**src/rtl/text_fetch_arbiter.sv**
```systemverilog
// Shares a single-port text RAM between video prefetch (addr at x%8==5, ch at cell boundary) and a CPU port.
// Video wins every slot; a CPU access completes 2-3 cycles after req. Define VBLANK_ONLY_EN to restrict CPU grants to vertical blank.
module text_fetch_arbiter #(
    parameter int HACTIVE = 640,
    parameter int HMAX    = 800,
    parameter int VACTIVE = 480,
    parameter int VMAX    = 525,
    parameter int COLS    = 80,
    parameter int ADDR_W  = 13
) (
    input  logic              vgaclk,
    input  logic              reset_b,
    input  logic [9:0]        x,
    input  logic [9:0]        y,
    input  logic              cpu_req,
    input  logic              cpu_we,
    input  logic [ADDR_W-1:0] cpu_addr,
    input  logic [7:0]        cpu_wdata,
    output logic              cpu_ack,
    output logic [7:0]        cpu_rdata,
    output logic [ADDR_W-1:0] ram_addr,
    output logic              ram_we,
    output logic [7:0]        ram_wdata,
    input  logic [7:0]        ram_rdata,
    output logic [7:0]        ch,
    output logic              ch_valid
);

    localparam int HCELLS = HMAX / 8;

    typedef enum logic [1:0] {S_IDLE, S_GRANT, S_ACK} state_t;

    state_t            r_state;
    logic              r_run;
    logic              r_acc_we;
    logic [ADDR_W-1:0] r_ram_addr;
    logic              r_vid_pend;
    logic [7:0]        r_stage;
    logic              r_stage_vld;
    logic [7:0]        r_ch;
    logic              r_ch_vld;
    logic [7:0]        r_rdata;

    logic [7:0]        w_col_nxt;
    logic [7:0]        w_tcol;
    logic [9:0]        w_tline;
    logic              w_tgt_ok;
    logic              w_vid_now;
    logic              w_vid_next;
    logic              w_cpu_window;
    logic [31:0]       w_vaddr_full;
    logic [ADDR_W-1:0] w_vaddr;

    // Target of the fetch made in this cell: next column, wrapping to the next line / frame.
    always_comb begin
        w_col_nxt = {1'b0, x[9:3]} + 8'd1;
        w_tcol    = w_col_nxt;
        w_tline   = y;
        if (32'(w_col_nxt) == HCELLS) begin
            w_tcol  = 8'd0;
            w_tline = (32'(y) == VMAX - 1) ? 10'd0 : y + 10'd1;
        end
    end

    assign w_tgt_ok = (32'(w_tcol) < COLS) && (32'({w_tcol, 3'b000}) < HACTIVE)
                   && (32'(w_tline) < VACTIVE);
    assign w_vid_now    = r_run && w_tgt_ok && (x[2:0] == 3'd5);
    // The target column is unchanged between x%8==4 and 5, so the next slot is predictable.
    assign w_vid_next   = w_tgt_ok && (x[2:0] == 3'd4);
    assign w_vaddr_full = 32'(w_tline[9:3]) * COLS + 32'(w_tcol);
    assign w_vaddr      = w_vaddr_full[ADDR_W-1:0];

`ifdef VBLANK_ONLY_EN
    assign w_cpu_window = (32'(y) >= VACTIVE);
`else
    assign w_cpu_window = 1'b1;
`endif

    always_comb begin
        ram_addr  = r_ram_addr;
        ram_we    = 1'b0;
        ram_wdata = 8'd0;
        if (w_vid_now) begin
            ram_addr = w_vaddr;
        end else if (r_state == S_GRANT) begin
            ram_addr  = cpu_addr;
            ram_we    = cpu_we;
            ram_wdata = cpu_wdata;
        end
    end

    assign cpu_ack   = (r_state == S_ACK);
    assign cpu_rdata = (r_state == S_ACK && !r_acc_we) ? ram_rdata : r_rdata;
    assign ch        = r_ch;
    assign ch_valid  = r_ch_vld;

    always_ff @(posedge vgaclk or negedge reset_b) begin
        if (!reset_b) begin
            r_state     <= S_IDLE;
            r_run       <= 1'b0;
            r_acc_we    <= 1'b0;
            r_ram_addr  <= '0;
            r_vid_pend  <= 1'b0;
            r_stage     <= 8'd0;
            r_stage_vld <= 1'b0;
            r_ch        <= 8'd0;
            r_ch_vld    <= 1'b0;
            r_rdata     <= 8'd0;
        end else begin
            r_run      <= 1'b1;
            r_ram_addr <= ram_addr;
            r_vid_pend <= w_vid_now;

            case (r_state)
                S_IDLE: begin
                    if (cpu_req && w_cpu_window && !w_vid_next) begin
                        r_state <= S_GRANT;
                    end
                end
                S_GRANT: begin
                    r_acc_we <= cpu_we;
                    r_state  <= S_ACK;
                end
                S_ACK: begin
                    if (!r_acc_we) begin
                        r_rdata <= ram_rdata;
                    end
                    r_state <= S_IDLE;
                end
                default: r_state <= S_IDLE;
            endcase

            if (x[2:0] == 3'd5 && !w_vid_now) begin
                r_stage     <= 8'd0;
                r_stage_vld <= 1'b0;
            end
            if (x[2:0] == 3'd6 && r_vid_pend) begin
                r_stage     <= ram_rdata;
                r_stage_vld <= 1'b1;
            end
            if (x[2:0] == 3'd7) begin
                r_ch     <= r_stage;
                r_ch_vld <= r_stage_vld;
            end
        end
    end

endmodule

```
**config.mk**
```make
export PLATFORM = sky130hd
export DESIGN_NAME = text_fetch_arbiter
export DESIGN_NICKNAME = d
export VERILOG_FILES = /design/src/rtl/text_fetch_arbiter.sv
export SDC_FILE = /design/constraint.sdc
export NUM_CORES = 1
export LEC_CHECK = 0
export CORE_MARGIN = 5
export CORE_UTILIZATION = 36
export DETAILED_ROUTE_END_ITERATION = 10
export PLACE_DENSITY = 0.65
export SYNTH_ARGS = -nofsm -noshare
export SYNTH_HDL_FRONTEND = slang
export SYNTH_SLANG_ARGS = --single-unit
export TNS_END_PERCENT = 20
```
**constraint.sdc**
```tcl
create_clock -name vgaclk -period 16.3 [get_ports vgaclk]
set_input_delay 3.26 -clock vgaclk [delete_from_list [all_inputs] [get_ports vgaclk]]
set_output_delay 3.26 -clock vgaclk [all_outputs]
set_load 0.1 [all_outputs]
```
# Yosys cells after proc, flatten, opt, wreduce, memory -nomap -nowiden
# Index checks and enable logic that the tools add are counted.
[word_totals] reg_bits=44 latchBits=0 ramBits=0 rom_bits=0 inputBits=53 out_inout_bits=40 word_cells=58 mem_count=0
[classes] add_sub_neg=3 multipliers=1 n_div=0 order_cmp=3 eq_ne=9 shift=0 n_mux=16 bitwise=1 n_reduce_logical=15
[op_table] op="two-way mux 8 bit" n=6
[op_table] op="two-way mux 13 bit" n=2
[op_table] op="two-way mux 10 bit" n=2
[op_table] op="adder 13 x 8 -> 13 bit" n=1
[op_table] op="== test 3 bit (second input constant)" n=4
[op_table] op="< comparator 11 x 10 -> 1 bit (second input constant)" n=1
[op_table] op="adder 10 x 1 -> 10 bit (second input constant)" n=1
[op_table] op="== test 10 bit (second input constant)" n=1
[op_table] op="< comparator 10 x 9 -> 1 bit (second input constant)" n=1
[op_table] op="logical AND 1 bit" n=9
[op_table] op="multiplier 7 x 3 -> 9 bit (second input constant)" n=1
[op_table] op="adder 7 x 1 -> 8 bit (second input constant)" n=1
[op_table] op="== test 8 x 7 -> 1 bit (second input constant)" n=1
[op_table] op="< comparator 8 x 7 -> 1 bit (second input constant)" n=1
[op_table] op="two-way mux 1 bit" n=4
[op_table] op="one-hot mux 2 bit (2 select lines)" n=1
[op_table] op="logical NOT 1 bit" n=3
[op_table] op="== test 2 x 1 -> 1 bit (second input constant)" n=1
[op_table] op="== test 2 bit (second input constant)" n=1
[op_table] op="logical NOT 2 bit" n=1
[op_table] op="two-way mux 2 bit" n=1
[op_table] op="!= test 2 bit (second input constant)" n=1
[op_table] op="AND reduction 2 bit" n=1
[op_table] op="nonzero test 2 bit" n=1
[op_table] op="inverter 1 bit" n=1

# Logic depth before layout (Yosys ltp)
[logic_depth] word_depth=12 ltp_mapped=15 ltp_nobuf=15

# Least setup slack after synthesis
# OpenSTA, ideal clock, no wires.
[synth_path] kind="input-to-output" from="in x[3]" to="out ram_addr[12]" arrival_time_ns=7.695 required_ns=13.040 path_slack_ns=5.345 cell_stages=13 n_path_buf=0 cell_sequence="ha_1 -> nor4b_4 -> nand2_1 -> o31ai_1 -> ha_1 -> ha_1 -> fa_1 -> xor2_1 -> o211a_1 -> nor3b_1 -> mux2_2 -> o211ai_1 -> mux2i_1"
[synth_via] elab_chain_len=9 elab_cells_between_ends=14 cone_classes="2 x add/sub; 1 x mul; 3 x order compare; 1 x eq/ne; 3 x mux; 4 x reduce/logical"
[synth_lines] element="start: declaration" line="13" text="input logic [9:0] x,"
[synth_lines] element="adder 7 x 1 -> 8 bit *" line="56" text="w_col_nxt = {1'b0, x[9:3]} + 8'd1;"
[synth_lines] element="branches (longest 7 deep; another with adder 13 x 8 -> 13 bit)"
[synth_lines] element="two-way mux 13 bit *" line="83" text="if (w_vid_now) begin"
[synth_lines] element="end: declaration" line="21" text="output logic [ADDR_W-1:0] ram_addr,"
# Mark *: on every way between the ends.

# Worst setup path in the final report
# Ends and elaborated chain as after synthesis.

==> impl_metrics.json <==
{
  "grt-ovfl-total": 0,
  "io_pins": 93,
  "yosys.area.top_type": "dfrtp_1",
  "path_clk_slew_ns": 0.08,
  "insertedDiodeCount": 0,
  "worstHoldStart": "r_rdata[6]",
  "final_nets": 427,
  "cts_hold_buf": 0,
  "drt_iter0_markers": 69,
  "clock.fmax_mhz": 85.3,
  "synth.distinct_cells": 45,
  "p_per_area_nw_per_um2": 143,
  "required_ns": 13.04,
  "yosys_warnings": 0,
  "path_class": "in -> out",
  "fillCellCount": 711,
  "h-tree-depth": 2,
  "synth_fp_nets": 335,
  "seq_area_frac_synth": 0.395,
  "antenna_found_initial": 0,
  "drive_above_1_share": 0.115,
  "min_period_over_period": 0.720,
  "setup_viol": 0,
  "synth_top_cells_by_area": "dfrtp_1, mux2_2, mux2i_1",
  "place_congestion": 0.862,
  "grt_pass1_wl_um": 11700,
  "wl_per_cell_um": 14.9,
  "async_reset_ff_frac": 1.00,
  "rsz0062_at_grt": "false",
  "holdPathEnd": "r_rdata[6]",
  "synth_top_cells_by_count": "dfrtp_1, nand2_1, mux2_2",
  "portBuffers": 92,
  "synth_most_common_cell": "dfrtp_1",
  "dr_total_vias": 2287,
  "outcome": "complete, no violations",
  "grt_max_degree": 45,
  "cp-start-kind": "input port",
  "syn_avg_cell_area_um2": 10.5,
  "ys.flop_type": "dfrtp_1",
  "r2r_start": "r_state[1]",
  "coreArea_um2": 7650,
  "firstDrtPassIters": 5,
  "final_max_slew_viol_count": 0,
  "syn_to_final_growth_pct": 40.4,
  "cts-root-buf": "clkbuf_8",
  "grt_usage": 0.146,
  "drt-vias-per-instance": 4.97,
  "finalHoldViolCount": 0,
  "cp.arrival_ns": 8.47,
  "leakagePower_nw": 1.76,
  "clockBufferDepth": 2,
  "cts_resized": 0,
  "worst_pin_slew_ns": 1.17,
  "ir_drop_uv": 52.1,
  "cts_setup_buffers": 0,
  "cts.sink_count": 44,
  "placementRows": 32,
  "synth_cells": 265,
  "antenna_left": 0,
  "fin_crit_ns": 11.73,
  "maxCapViolations": 0,
  "initial_core_util": 0.365,
  "reg2reg_to": "r_ram_addr[4]",
  "end_kind": "primary output",
  "synth_top_area_share": 0.395,
  "die_y_um": 98.0,
  "hold_path_class": "reg -> reg",
  "grt_pass1_vias": 2375,
  "path_max_fanout": 8,
  "worstRegToRegCells": 3,
  "cts_buffers": 5,
  "skew_ns": 0.00495,
  "maxSlewHeadroom": 0.218,
  "fin_util": 0.512,
  "drcViolationCount": 0,
  "r2r_slack_ns": 14.18,
  "cts_tree": "yes",
  "synth-edff-count": 0,
  "hpwl_um": 5490,
  "worstHoldPathCells": 1,
  "synth_seq_cells": 44,
  "drt_wl_total_um": 6840,
  "clock_latency_ns": 0.30,
  "die_w_um": 98.0,
  "tns_ns": 0,
  "die_area_um2": 9600,
  "synth_area_um2": 2790
}
state kept, by name (all words and copies together), names as in the netlist:
name / cells
ch: 8
ch_valid: 1
r_rdata: 8
r_acc_we: 1
r_stage_vld: 1
r_ram_addr: 13
r_vid_pend: 1
r_run: 1
r_state: 2
r_stage: 8
power by group:
part	internal, W	leakage, nW	switching [W]
Sequential	0.000133	0.561	0.00000634
Clock	0.0000501	0.0614	0.0000381
Combinational	0.0000875	1.14	0.000244
Total	0.000271	1.76	0.000288
how the worst max path moves through the flow:
| stage | startpoint | to | slack (ns) | depth (start not counted) |
|---|---|---|---|---|
| after floorplan | x[3] | ram_addr[12] | 5.34 | 13 |
| after global placement | x[3] | ram_addr[12] | 4.63 | 15 |
| after detailed placement | x[3] | ram_addr[12] | 4.54 | 15 |
| after CTS | x[3] | ram_addr[12] | 4.54 | 15 |
| after global routing | x[3] | ram_addr[12] | 4.22 | 15 |
| final | x[3] | ram_addr[12] | 4.57 | 15 |
area by class of cell:
class	instances	area (um^2)	area share
clock buffer	6	82.6	0.0211
sequential	44	1100	0.281
inverter	5	18.8	0.00480
tap	102	128	0.0326
timing repair buffer	92	916	0.234
clock inverter	2	38.8	0.00991
multi-input combinational	209	1630	0.416
critical path, stage by stage:
cell and delay [ns]:
clkdlybuf4s50_1 0.50, ha_1 0.26, nor4b_4 0.28, nand2_1 0.22
o31ai_1 0.53, ha_1 0.34, ha_1 0.23, fa_1 0.40
and3_1 0.19, or3_1 0.37, o2111ai_1 0.08, or4b_2 0.60
o211ai_1 0.12, mux2i_1 0.11, clkdlybuf4s50_1 0.99
layer usage:
layer | track usage | share of wire
met5 | 0 | 0
met1 | 0.189 | 0.44
met4 | 0.0383 | 0.011
met3 | 0.0293 | 0.057
met2 | 0.250 | 0.49
cell families (layout without fill, tap and decap cells):
group                    count (synthesis)  in the layout  synth area share
AND/OR/NAND/NOR                         91             91             0.187
adder cells (fa/ha/maj)                 17             17            0.0817
AO/OA/AOI/OAI                           41             41            0.0961
other                                    1              1           0.00135
buffers and inverters                   12            105            0.0215
multiplexers                            47             47             0.180
flip-flops                              44             44             0.395
XOR/XNOR                                12             12            0.0377
placed cells by master (no fill, tap or decap), types with 3 or more instances in the layout:
master	instances
dfrtp_1	44
mux2i_1	22
a21o_1	3
xnor2_1	5
xor2_1	7
clkbuf_8	6
o21ai_0	13
nand4_1	3
a21oi_1	14
nor3b_1	3
inv_1	5
nand2_1	29
nor2b_1	3
clkdlybuf4s50_1	91
and3_1	13
mux2_2	25
nor2_1	14
nand3_1	7
ha_1	15
stage by stage:
step	power, W	setup WS [ns]	instance area, um^2	cells	hold slack (ns)
final	0.000559	4.57	3910	460	0.502
after global routing	0.000582	4.22	3910	460	0.528
after CTS	0.000566	4.54	3910	460	0.508
after detailed placement	0.000477	4.54	3790	452	0.487
after global placement	0.000473	4.63	3790	452	0.480
after floorplan	0.000396	5.34	2790	265	0.462
Power figures use the tool's default switching activity.
